### config.mk
export PLATFORM = sky130hd
export DESIGN_NAME = pps_time_tx
export DESIGN_NICKNAME = d
export VERILOG_FILES = /design/src/rtl/pps_time_tx.sv
export SDC_FILE = /design/constraint.sdc
export NUM_CORES = 1
export LEC_CHECK = 0
export CAP_MARGIN = 20
export CORE_UTILIZATION = 52
export CTS_CLUSTER_SIZE = 40
export DETAILED_ROUTE_END_ITERATION = 12
export GPL_ROUTABILITY_DRIVEN = 0
export PLACE_DENSITY = 0.84
export SYNTH_ARGS = -nofsm -noshare
export SYNTH_HDL_FRONTEND = slang
export SYNTH_SLANG_ARGS = --single-unit
export TNS_END_PERCENT = 5
### constraint.sdc
create_clock -name sys_clk_i -period 2.63 [get_ports sys_clk_i]
set_input_delay 0.263 -clock sys_clk_i [delete_from_list [all_inputs] [get_ports sys_clk_i]]
set_output_delay 0.263 -clock sys_clk_i [all_outputs]
set_load 0.1 [all_outputs]
### src/rtl/pps_time_tx.sv
// PPS pulse generator and framed serial time transmitter (sysclk domain).
// Each accepted flag fires a fixed-width pulse and sends {1, sec[31:0], parity, 0}.
module pps_time_tx #(
  parameter int BIT_CLKS   = 16,
  parameter int PPS_WIDTH  = 1000,
  parameter     SYSCLKTYPE = "NONE"
) (
  input  logic        sys_clk_i,
  input  logic        sys_rst_i,
  input  logic        en_i,
  input  logic        pps_flag_i,
  input  logic [31:0] cur_sec_i,
  input  logic        clr_overrun_i,
  output logic        pps_o,
  output logic        tx_o,
  output logic        busy_o,
  output logic        overrun_o,
  output logic [15:0] frame_count_o
);

  typedef enum logic [2:0] {
    S_IDLE,
    S_START,
    S_DATA,
    S_PARITY,
    S_STOP
  } state_t;

  localparam logic [15:0] TMR_LOAD = 16'(BIT_CLKS - 1);
  localparam logic [23:0] PPS_LOAD = 24'(PPS_WIDTH - 1);

  state_t      state_q;
  logic [15:0] tmr_q;
  logic [4:0]  idx_q;
  logic [31:0] sec_q;
  (* clock_type = SYSCLKTYPE *) logic tx_q;
  (* clock_type = SYSCLKTYPE *) logic pps_q;
  logic [23:0] pps_cnt_q;
  logic        overrun_q;
  logic [15:0] frame_cnt_q;

  logic        accept_d;
  logic        bit_end_d;
  logic        last_stop_d;
  logic        busy_d;
  logic [31:0] sec_d;

  assign accept_d    = en_i & pps_flag_i;
  assign bit_end_d   = (tmr_q == 16'd0);
  assign busy_d      = (state_q != S_IDLE);
  assign last_stop_d = (state_q == S_STOP) && bit_end_d;
  assign sec_d       = cur_sec_i + 32'd1;

  always_ff @(posedge sys_clk_i) begin
    if (sys_rst_i) begin
      state_q     <= S_IDLE;
      tmr_q       <= '0;
      idx_q       <= '0;
      sec_q       <= '0;
      tx_q        <= 1'b0;
      pps_q       <= 1'b0;
      pps_cnt_q   <= '0;
      overrun_q   <= 1'b0;
      frame_cnt_q <= '0;
    end else if (!en_i) begin
      // Disable aborts everything in flight but keeps the sticky status.
      state_q   <= S_IDLE;
      tmr_q     <= '0;
      idx_q     <= '0;
      tx_q      <= 1'b0;
      pps_q     <= 1'b0;
      pps_cnt_q <= '0;
      if (clr_overrun_i) overrun_q <= 1'b0;
    end else begin
      if (accept_d) begin
        pps_q     <= 1'b1;
        pps_cnt_q <= PPS_LOAD;
      end else if (pps_cnt_q != 24'd0) begin
        pps_cnt_q <= pps_cnt_q - 24'd1;
      end else begin
        pps_q <= 1'b0;
      end

      if (last_stop_d) frame_cnt_q <= frame_cnt_q + 16'd1;

      // A flag in the final stop cycle chains cleanly; anywhere else mid-frame is an overrun.
      if (accept_d && busy_d && !last_stop_d) overrun_q <= 1'b1;
      else if (clr_overrun_i)                 overrun_q <= 1'b0;

      if (accept_d) begin
        state_q <= S_START;
        tmr_q   <= TMR_LOAD;
        idx_q   <= 5'd31;
        sec_q   <= sec_d;
        tx_q    <= 1'b1;
      end else if (state_q == S_IDLE) begin
        tx_q <= 1'b0;
      end else if (!bit_end_d) begin
        tmr_q <= tmr_q - 16'd1;
      end else begin
        tmr_q <= TMR_LOAD;
        case (state_q)
          S_START: begin
            state_q <= S_DATA;
            idx_q   <= 5'd31;
            tx_q    <= sec_q[31];
          end
          S_DATA: begin
            if (idx_q == 5'd0) begin
              state_q <= S_PARITY;
              tx_q    <= ^sec_q;
            end else begin
              idx_q <= idx_q - 5'd1;
              tx_q  <= sec_q[idx_q - 5'd1];
            end
          end
          S_PARITY: begin
            state_q <= S_STOP;
            tx_q    <= 1'b0;
          end
          default: begin
            state_q <= S_IDLE;
            tmr_q   <= '0;
            tx_q    <= 1'b0;
          end
        endcase
      end
    end
  end

  assign pps_o         = pps_q;
  assign tx_o          = tx_q;
  assign busy_o        = busy_d;
  assign overrun_o     = overrun_q;
  assign frame_count_o = frame_cnt_q;

endmodule
# Word level (Yosys, flattened, before mapping)
# Cells that the tools add are included.
[totals]
reg_bits = 99
latch_bits = 0
ramBits = 0
rom_bits = 0
in_bits = 37
word_cells = 80
memories = 0
[classes]
addsub = 5
mul = 0
n_div = 0
magnitude_cmp = 1
n_eq_ne = 9
shifts = 0
mux = 28
bitwise_logic = 3
n_reduce_logical = 22
[op_table]
columns = ["operator", "n"]
rows = [
  ["32-bit by 1-bit adder with 32-bit output (second input constant)", 1],
  ["32-bit XOR reduction", 1],
  ["24-bit nonzero test", 1],
  ["24-bit by 1-bit subtractor with 24-bit output (second input constant)", 1],
  ["10-bit 2-to-1 mux", 2],
  ["5-bit 2-to-1 mux", 4],
  ["16-bit by 1-bit adder with 16-bit output (second input constant)", 1],
  ["16-bit logical NOT", 1],
  ["16-bit 2-to-1 mux", 1],
  ["16-bit by 1-bit subtractor with 16-bit output (second input constant)", 1],
  ["1-bit 2-to-1 mux", 13],
  ["4-bit 2-to-1 mux", 3],
  ["5-bit one-hot mux with 2 select lines", 1],
  ["3-bit one-hot mux with 3 select lines", 1],
  ["3-bit nonzero test", 3],
  ["3-bit by 2-bit equality test with 1-bit output (second input constant)", 2],
  ["5-bit by 6-bit < comparator with 1-bit output (second input constant)", 1],
  ["2-bit inequality test (second input constant)", 3],
  ["3-bit inequality test (second input constant)", 2],
  ["3-bit AND reduction", 2],
  ["3-bit OR reduction", 2],
  ["1-bit binary-select mux with 5-bit select", 1],
  ["5-bit logical NOT", 1],
  ["5-bit by 1-bit subtractor with 5-bit output (second input constant)", 1],
  ["13 further kinds", 18],
]

# Depth between registers and ports, before layout
# Gate-level depths: netlist of the first run.
[logic_depth]
depth_word = 8
ltp_mapped = 11
ltp_nobuf = 8

# Worst setup path after synthesis of the first run
# No wires, ideal clock.
[synth_path]
path_type = "flip-flop to flip-flop"
from = "register idx_q[0]"
to = "register tx_q (netlist: tx_o)"
setup_ps = 123
arrival_time_ps = 2705
required_time_ps = 2507
path_slack_ps = -198
stages_incl_launch_ff = 12
period_less_slack_ps = 2828
cell_sequence = "dfxtp_1 -> clkbuf_1 -> buf_1 -> inv_1 -> ha_1 -> buf_1 -> mux4_2 -> mux2i_1 -> o22a_1 -> o211ai_1 -> a21oi_1 -> o21ai_0"
[synth_between]
elab_chain_len = 8
elab_cells_between_ends = 9
classes_between = "1 x add/sub; 7 x mux; 1 x reduce/logical"
[synth_lines]
columns = ["element", "line", "source"]
rows = [
  ["start: declaration", "34", "logic [4:0] idx_q;"],
  ["start signal: assignment", "113", "idx_q <= idx_q - 5'd1;"],
  ["5-bit by 1-bit subtractor with 5-bit output", "114", "tx_q <= sec_q[idx_q - 5'd1];"],
  ["1-bit binary-select mux with 5-bit select", "114", ""],
  ["1-bit 2-to-1 mux (implied by the code)", "114", ""],
  ["1-bit 2-to-1 mux *", "109", "if (idx_q == 5'd0) begin"],
  ["1-bit one-hot mux with 2 select lines *", "102", "case (state_q)"],
  ["1-bit 2-to-1 mux *", "98", "end else if (!bit_end_d) begin"],
  ["1-bit 2-to-1 mux *", "96", "end else if (state_q == S_IDLE) begin"],
  ["1-bit 2-to-1 mux *", "90", "if (accept_d) begin"],
  ["end signal: assignment", "106", "tx_q <= sec_q[31];"],
  ["end signal: assignment", "111", "tx_q <= ^sec_q;"],
  ["end signal: assignment", "114", ""],
  ["end: declaration", "36", "(* clock_type = SYSCLKTYPE *) logic tx_q;"],
]
# Mark *: on every way between the ends. The rest lies on a longest branch, timed or not. The select of a mux whose other input is x is not followed.
# A chain may end at the register's enable or synchronous reset.

# Worst setup path after layout of the first run
[layout_path]
from = "register pps_cnt_q[0]"
to = "register pps_cnt_q[14]"
[layout_between]
elab_chain_len = 1
elab_cells_between_ends = 2
classes_between = "1 x add/sub; 1 x reduce/logical"
[layout_lines]
columns = ["element", "line", "source"]
rows = [
  ["start: declaration", "38", "logic [23:0] pps_cnt_q;"],
  ["start signal: assignment", "79", "pps_cnt_q <= pps_cnt_q - 24'd1;"],
  ["24-bit by 1-bit subtractor with 24-bit output / 24-bit nonzero test (equally long branches)", "79, 78", ""],
]
# Several ways; a longest one is shown, not always the timed one.

==> impl_metrics.env, run 1 <==
export IMPL_postCtsResizedCells=0
export IMPL_period_needed_ps=2340
export IMPL_post_route_drc_count=0
export IMPL_mappedNetlistNets=677
export IMPL_startpoint_type="flip-flop"
export IMPL_power_density_mw_per_mm2=576
export IMPL_core_area_mm2=0.0103
export IMPL_slew_limit_headroom=0.644
export IMPL_report_final_slew_viol_count=0
export IMPL_design_final_nets=726
export IMPL_hold_ws_ps=500
export IMPL_share_of_post_route_cells_with_drive_strength_above_1=0.118
export IMPL_maximum_number_of_pins_on_one_net_before_global_route_repair=64
export IMPL_drt_iter0_markers=333
export IMPL_detail_route_wl_per_cell_um=14.2
export IMPL_detailed_place_hpwl_mm=8.51
export IMPL_antenna_found_initial=1
export IMPL_area_growth_syn_to_layout_pct=15.7
export IMPL_setup_tns_final_ps=0
export IMPL_number_of_buffers_inserted_during_clock_tree_synthesis=9
export IMPL_io_buffer_count=56
export IMPL_hold_start="sec_q[1]$_SDFFE_PP0P_"
export IMPL_cts_post_setup_buffers_inserted=0
export IMPL_first_global_vias=4496
export IMPL_cts_hold_buf=0
export IMPL_maxClockFrequency_mhz=428
export IMPL_fp_dieH_um=105
export IMPL_grt_setup_unrepaired="no"
export IMPL_unique_cell_type_count_in_the_yosys_netlist=59
export IMPL_static_leakage_power_uw=0.00227
export IMPL_place_inst=808
export IMPL_ys_dominant_reg_cell="dfxtp_1"
export IMPL_fp_dieW_um=105
export IMPL_worst_setup_path_end_kind="flip-flop"
export IMPL_worstPathArrival_ps=2580
export IMPL_final_report_setup_violation_count=0
export IMPL_grt_ovfl_total=0
export IMPL_design_portCount=57
export IMPL_rows=37
export IMPL_syn_avg_cell_area_um2=8.62
export IMPL_ir_worst_vdd_mv=0.303
export IMPL_setup_worst_path_start="pps_cnt_q[0]$_SDFFE_PP0P_"
export IMPL_worst_hold_path_type="flip-flop to flip-flop"
export IMPL_routed_via_count=4591
export IMPL_fin_worst_skew_ps=11.1
export IMPL_ys_seq_area_frac=0.362
export IMPL_timing_final_hold_violations=0
export IMPL_globalRouteTotalUtil=0.226
export IMPL_critical_path_class="flip-flop to flip-flop"
export IMPL_n_fill_cell=870
export IMPL_clk_pin_slew_ps=100
export IMPL_cts_tree="done"
export IMPL_detail_route_wirelength_mm=11.7
export IMPL_finalCritPeriodShare=0.888
export IMPL_run_status="completed"
export IMPL_seq_cell_area_mm2=0.00198
export IMPL_synthCells=634
export IMPL_h_tree_level_count=3
export IMPL_layoutNonFillerInstCount=825
export IMPL_async_reset_ff_frac=0
export IMPL_synthesis_area_mm2=0.00547
export IMPL_clockBufferDepth=2
export IMPL_residual_antenna_violating_net_count_after_detailed_routing=0
export IMPL_synthesis_warning_total=0
export IMPL_r2r_start="pps_cnt_q[0]$_SDFFE_PP0P_"
export IMPL_die_area_mm2=0.0109
export IMPL_clk_root_buffer_cell="clkbuf_8"
export IMPL_grt_first_pass_wirelength_mm=20.3
export IMPL_synth_seq_cells=99
export IMPL_start_util=0.532
export IMPL_maxCapViolCount=0
export IMPL_vias_per_cell=5.56
export IMPL_crit_path_max_fanout=7
export IMPL_cp_data_required_time_ps=2880
export IMPL_total_power_uw=3650
export IMPL_area_of_the_multi_input_gates_mm2=0.00330
export IMPL_worstSkewPairLatency_ps=370
export IMPL_synth_edf_count=0
export IMPL_cts_sinks=99
export IMPL_drt_pre_antenna_iters=6
export IMPL_worst_pin_slew_ps=534
==> flip-flops by register name (all words and copies together), names as in the netlist, 3 cells and up <==
signal / cells
tmr_q: 16
frame_count_o: 16
sec_q: 32
pps_cnt_q: 24
idx_q: 5
state_q: 3
==> layout by cell type, fill, tap and decap left out, types with 4 or more instances in the layout <==
master and count:
dfxtp_1 99, nor2_1 93, xnor2_1 57, xor2_1 46, nand2_1 42, a211oi_1 36
clkdlybuf4s50_1 36, buf_4 34, a21oi_1 31, nand3_1 21, nor3_1 18, and3_1 16
inv_1 14, o21ai_0 14, nand4_1 11, clkbuf_8 10, nor4_1 8, or3_1 8
mux4_2 8, ha_1 6, a311oi_1 5, nor2b_1 5, or4_1 5, nor3_2 4
mux2i_1 4, and4_1 4
==> final timing paths <==
kind,slack [ps],end,cells after the start
setup / recovery,290,pps_cnt_q[14]$_SDFFE_PP0P_,8
setup reg to reg,290,pps_cnt_q[14]$_SDFFE_PP0P_,8
hold / removal,500,sec_q[1]$_SDFFE_PP0P_,2
hold reg to reg,500,sec_q[1]$_SDFFE_PP0P_,2
==> layout make-up <==
cell class	instances	area share
multi-input cells	488	0.522
inverters	14	0.00830
diodes	1	0.000395
clock buffers	10	0.0217
flip-flops and latches	99	0.313
repair buffers	71	0.100
clock inverters	6	0.00751
well taps	136	0.0269
==> synth_stat cells (all sizes together), types with 3 or more instances <==
library cell | number | share of area
ha | 6 | 0.014
a31oi | 3 | 0.0062
nand4 | 11 | 0.013
nand2 | 44 | 0.032
o31ai | 3 | 0.0066
or4 | 7 | 0.011
inv | 14 | 0.0096
dfxtp | 99 | 0.36
mux4 | 8 | 0.033
o211ai | 3 | 0.0041
xnor2 | 57 | 0.091
and3 | 16 | 0.018
nor2 | 93 | 0.064
or2 | 4 | 0.0046
nand3 | 21 | 0.019
nor3 | 22 | 0.024
o21ai | 14 | 0.013
nor4b | 3 | 0.0076
mux2i | 4 | 0.0073
clkbuf | 26 | 0.018
a211oi | 36 | 0.049
xor2 | 46 | 0.074
or3 | 9 | 0.011
buf | 7 | 0.0066
a21oi | 31 | 0.028
a311oi | 5 | 0.0080
nor4 | 11 | 0.019
nor2b | 5 | 0.0057
and4 | 4 | 0.0064
==> kinds of logic (layout without fill, tap and decap cells) <==
kind of cell | count (synthesis) | in the layout | synth area share
other cells | 0 | 1 | 0
fa+ha+maj | 6 | 6 | 0.0137
xor+xnor | 103 | 103 | 0.165
mux | 13 | 13 | 0.0423
simple gates | 262 | 262 | 0.254
compound gates | 104 | 104 | 0.129
flops | 99 | 99 | 0.362
buf+inv | 47 | 101 | 0.0341
==> stage by stage <==
stage	util	worst slack [ps]	cell area (µm²)
5_1_grt	0.616	78.4	6330
2_1_floorplan	-	113	5470
6_report	0.616	293	6330
3_3_place_gp	0.598	338	6140
4_1_cts	0.616	308	6330
3_5_place_dp	0.598	236	6140
==> routing by layer <==
layer  share of wire  up-vias  GRT usage
met5               0        -          0
met4           0.012        0     0.0571
met3           0.043       14     0.0499
met2            0.49      100      0.389
met1            0.46     2135      0.284
li1                -     2342          -
==> critical path: stages (launching register included) <==
cell	delay, ps
dfxtp_1	330
inv_1	90
ha_1	160
or3b_2	550
or4b_1	520
a21oi_1	230
nand2_1	110
xor2_1	170
nor2_1	50
==> report_power, final <==
| part | leakage [µW] | switching (µW) | internal, µW |
|---|---|---|---|
| sequential | 0.000807 | 81.8 | 1580 |
| combinational | 0.00137 | 558 | 496 |
| clock | 0.0000937 | 553 | 380 |
| total | 0.00227 | 1190 | 2450 |
(Power assumes the default switching activity.)
==> inputs of run 2 (changes only) <==
- CORE_UTILIZATION: 52 -> 50
- PLACE_DENSITY: 0.84 -> 0.82
==> run 2 against run 1 <==
Critical path depth is 2 lower. Via count is 1.9% higher. Fmax is 4.0% lower. Critical path type unchanged. Critical endpoint is now frame_count_o[8]$_SDFFE_PP0P_. Largest cell class unchanged.
==> impl_metrics.env, run 2 (synthesis results as in run 1) <==
export IMPL_run_status="completed"
export IMPL_number_of_buffers_inserted_during_clock_tree_synthesis=9
export IMPL_cts_hold_buf=0
export IMPL_antennaDiodeCount=0
export IMPL_maxCapViolCount=0
export IMPL_fin_worst_skew_ps=9.66
export IMPL_grt_ovfl_total=0
export IMPL_cts_tree="done"
export IMPL_grt_first_pass_wirelength_mm=19.7
export IMPL_power_switching_share=0.312
export IMPL_worst_hold_path_type="flip-flop to flip-flop"
export IMPL_drt_pre_antenna_iters=4
export IMPL_drt_iter0_markers=226
export IMPL_total_power_uw=3800
export IMPL_design_portCount=57
export IMPL_layout_common_cells="dfxtp_1 (99), nor2_1 (93), xnor2_1 (57)"
export IMPL_layout_top_registers="sec_q x32, pps_cnt_q x24"
export IMPL_worstPathArrival_ps=2740
export IMPL_worstSkewPairLatency_ps=370
export IMPL_fin_area_mm2=0.00634
export IMPL_critical_path_cell_chain="or4_4, nor3_2, and3_1, nand2_4, or3_1, a21oi_1"
export IMPL_timing_final_hold_violations=0
export IMPL_ir_worst_vdd_mv=0.317
export IMPL_postCtsResizedCells=0
export IMPL_die_area_mm2=0.0114
export IMPL_clock_network_power_share=0.285
export IMPL_slew_limit_headroom=0.652
export IMPL_fp_dieW_um=107
export IMPL_maxClockFrequency_mhz=411
export IMPL_clk_root_buffer_cell="clkbuf_8"
export IMPL_clockBufferDepth=2
export IMPL_critical_path_class="flip-flop to flip-flop"
export IMPL_core_area_mm2=0.0105
export IMPL_max_flop_register="sec_q"
export IMPL_critical_path_slowest_cell="or4_4"
export IMPL_final_report_setup_violation_count=0
export IMPL_crit_path_max_fanout=8
export IMPL_power_switching_uw=1180
export IMPL_largest_register_ffs=32
export IMPL_detail_route_wl_per_cell_um=14.2
export IMPL_rows=37
export IMPL_post_route_drc_count=0
export IMPL_detailed_place_hpwl_mm=8.62
export IMPL_share_of_post_route_cells_with_drive_strength_above_1=0.114
export IMPL_report_final_slew_viol_count=0
export IMPL_fp_dieH_um=107
export IMPL_grt_setup_unrepaired="no"
export IMPL_setup_tns_final_ps=0
export IMPL_sequentialPowerShare=0.438
export IMPL_critical_path_max_stage_delay_ps=580
export IMPL_critical_path_top_delay_family="simple AND/OR/NAND/NOR gates"
export IMPL_startpoint_type="flip-flop"
export IMPL_period_needed_ps=2430
export IMPL_worst_path_buf_inv=0
export IMPL_mostFrequentLayoutCell="dfxtp_1"
export IMPL_static_leakage_power_uw=0.00227
export IMPL_layout_core_utilization=0.606
export IMPL_design_final_nets=723
export IMPL_cp_data_required_time_ps=2930
export IMPL_finalCritPeriodShare=0.926
export IMPL_placed_area_mm2=0.00612
export IMPL_clk_pin_slew_ps=100
export IMPL_worst_setup_path_end_kind="flip-flop"
export IMPL_routed_via_count=4676
export IMPL_pwr_share_comb=0.277
export IMPL_layoutNonFillerInstCount=821
export IMPL_vias_per_cell=5.70
export IMPL_cts_post_setup_buffers_inserted=0
export IMPL_p_int_uw=2610
export IMPL_power_density_mw_per_mm2=599
export IMPL_cts_sinks=99
export IMPL_area_growth_syn_to_layout_pct=15.9
export IMPL_detail_route_wirelength_mm=11.6
export IMPL_residual_antenna_violating_net_count_after_detailed_routing=0
export IMPL_globalRouteTotalUtil=0.212
export IMPL_worst_pin_slew_ps=522
export IMPL_place_inst=805
export IMPL_first_global_vias=4413
export IMPL_io_buffer_count=56
export IMPL_h_tree_level_count=3
export IMPL_maximum_number_of_pins_on_one_net_before_global_route_repair=67
export IMPL_start_util=0.523
export IMPL_antenna_found_initial=1
-- run 2: cell types whose count changed in the layout (fill, tap and decap cells not counted) --
| cell | before | now |
|---|---|---|
| buf_4 | 34 | 31 |
| diode_2 | 1 | 0 |
| inv_6 | 3 | 2 |
| bufinv_16 | 0 | 2 |
| clkinvlp_4 | 1 | 2 |
| clkinv_4 | 1 | 0 |
| clkbuf_8 | 10 | 9 |
-- run 2: cell type report --
| class | count | area (µm²) |
|---|---|---|
| sequential | 99 | 1980 |
| clock buffer | 9 | 124 |
| timing repair buffer | 68 | 613 |
| tap | 136 | 170 |
| inverter | 14 | 52.6 |
| clock inverter | 7 | 97.6 |
| multi-input combinational | 488 | 3300 |
| fill | 928 | 4120 |
-- run 2: per-layer routing --
metal / wire length (µm) / global-route usage / up-vias / share of wire
li1: - / - / 2326 / -
met4: 188 / 0.0890 / 0 / 0.016
met5: 0 / 0 / - / 0
met1: 5280 / 0.264 / 2223 / 0.45
met3: 508 / 0.0395 / 17 / 0.044
met2: 5650 / 0.358 / 110 / 0.49
-- run 2: final timing paths --
check,start,endpoint,slack [ps],cells after the start
min,sec_q[1]$_SDFFE_PP0P_,sec_q[1]$_SDFFE_PP0P_,500,2
max,tmr_q[4]$_SDFFE_PP0N_,frame_count_o[8]$_SDFFE_PP0P_,200,6
min reg2reg,sec_q[1]$_SDFFE_PP0P_,sec_q[1]$_SDFFE_PP0P_,500,2
max reg2reg,tmr_q[4]$_SDFFE_PP0N_,frame_count_o[8]$_SDFFE_PP0P_,200,6
-- run 2: worst register-to-register path: stages, from the launching register on --
cell and delay (ps):
dfxtp_1 370, or4_4 580, nor3_2 350, and3_1 480, nand2_4 120, or3_1 330, a21oi_1 150
-- run 2: stage by stage --
| step | setup slack [ps] | hold slack [ps] |
|---|---|---|
| after floorplan | 113 | 359 |
| final | 195 | 499 |
| after CTS | 191 | 503 |
| after detailed placement | 228 | 489 |
| after global routing | 56.0 | 518 |
| after global placement | 281 | 467 |
-- run 2: power groups by stage --
stage	Combinational, µW	Sequential, µW	Clock [µW]
final	1050	1660	1080
after global placement	1010	1690	0
after detailed placement	1050	1690	0
after CTS	1050	1660	1100
after global routing	1160	1670	1170
after floorplan	805	1680	0
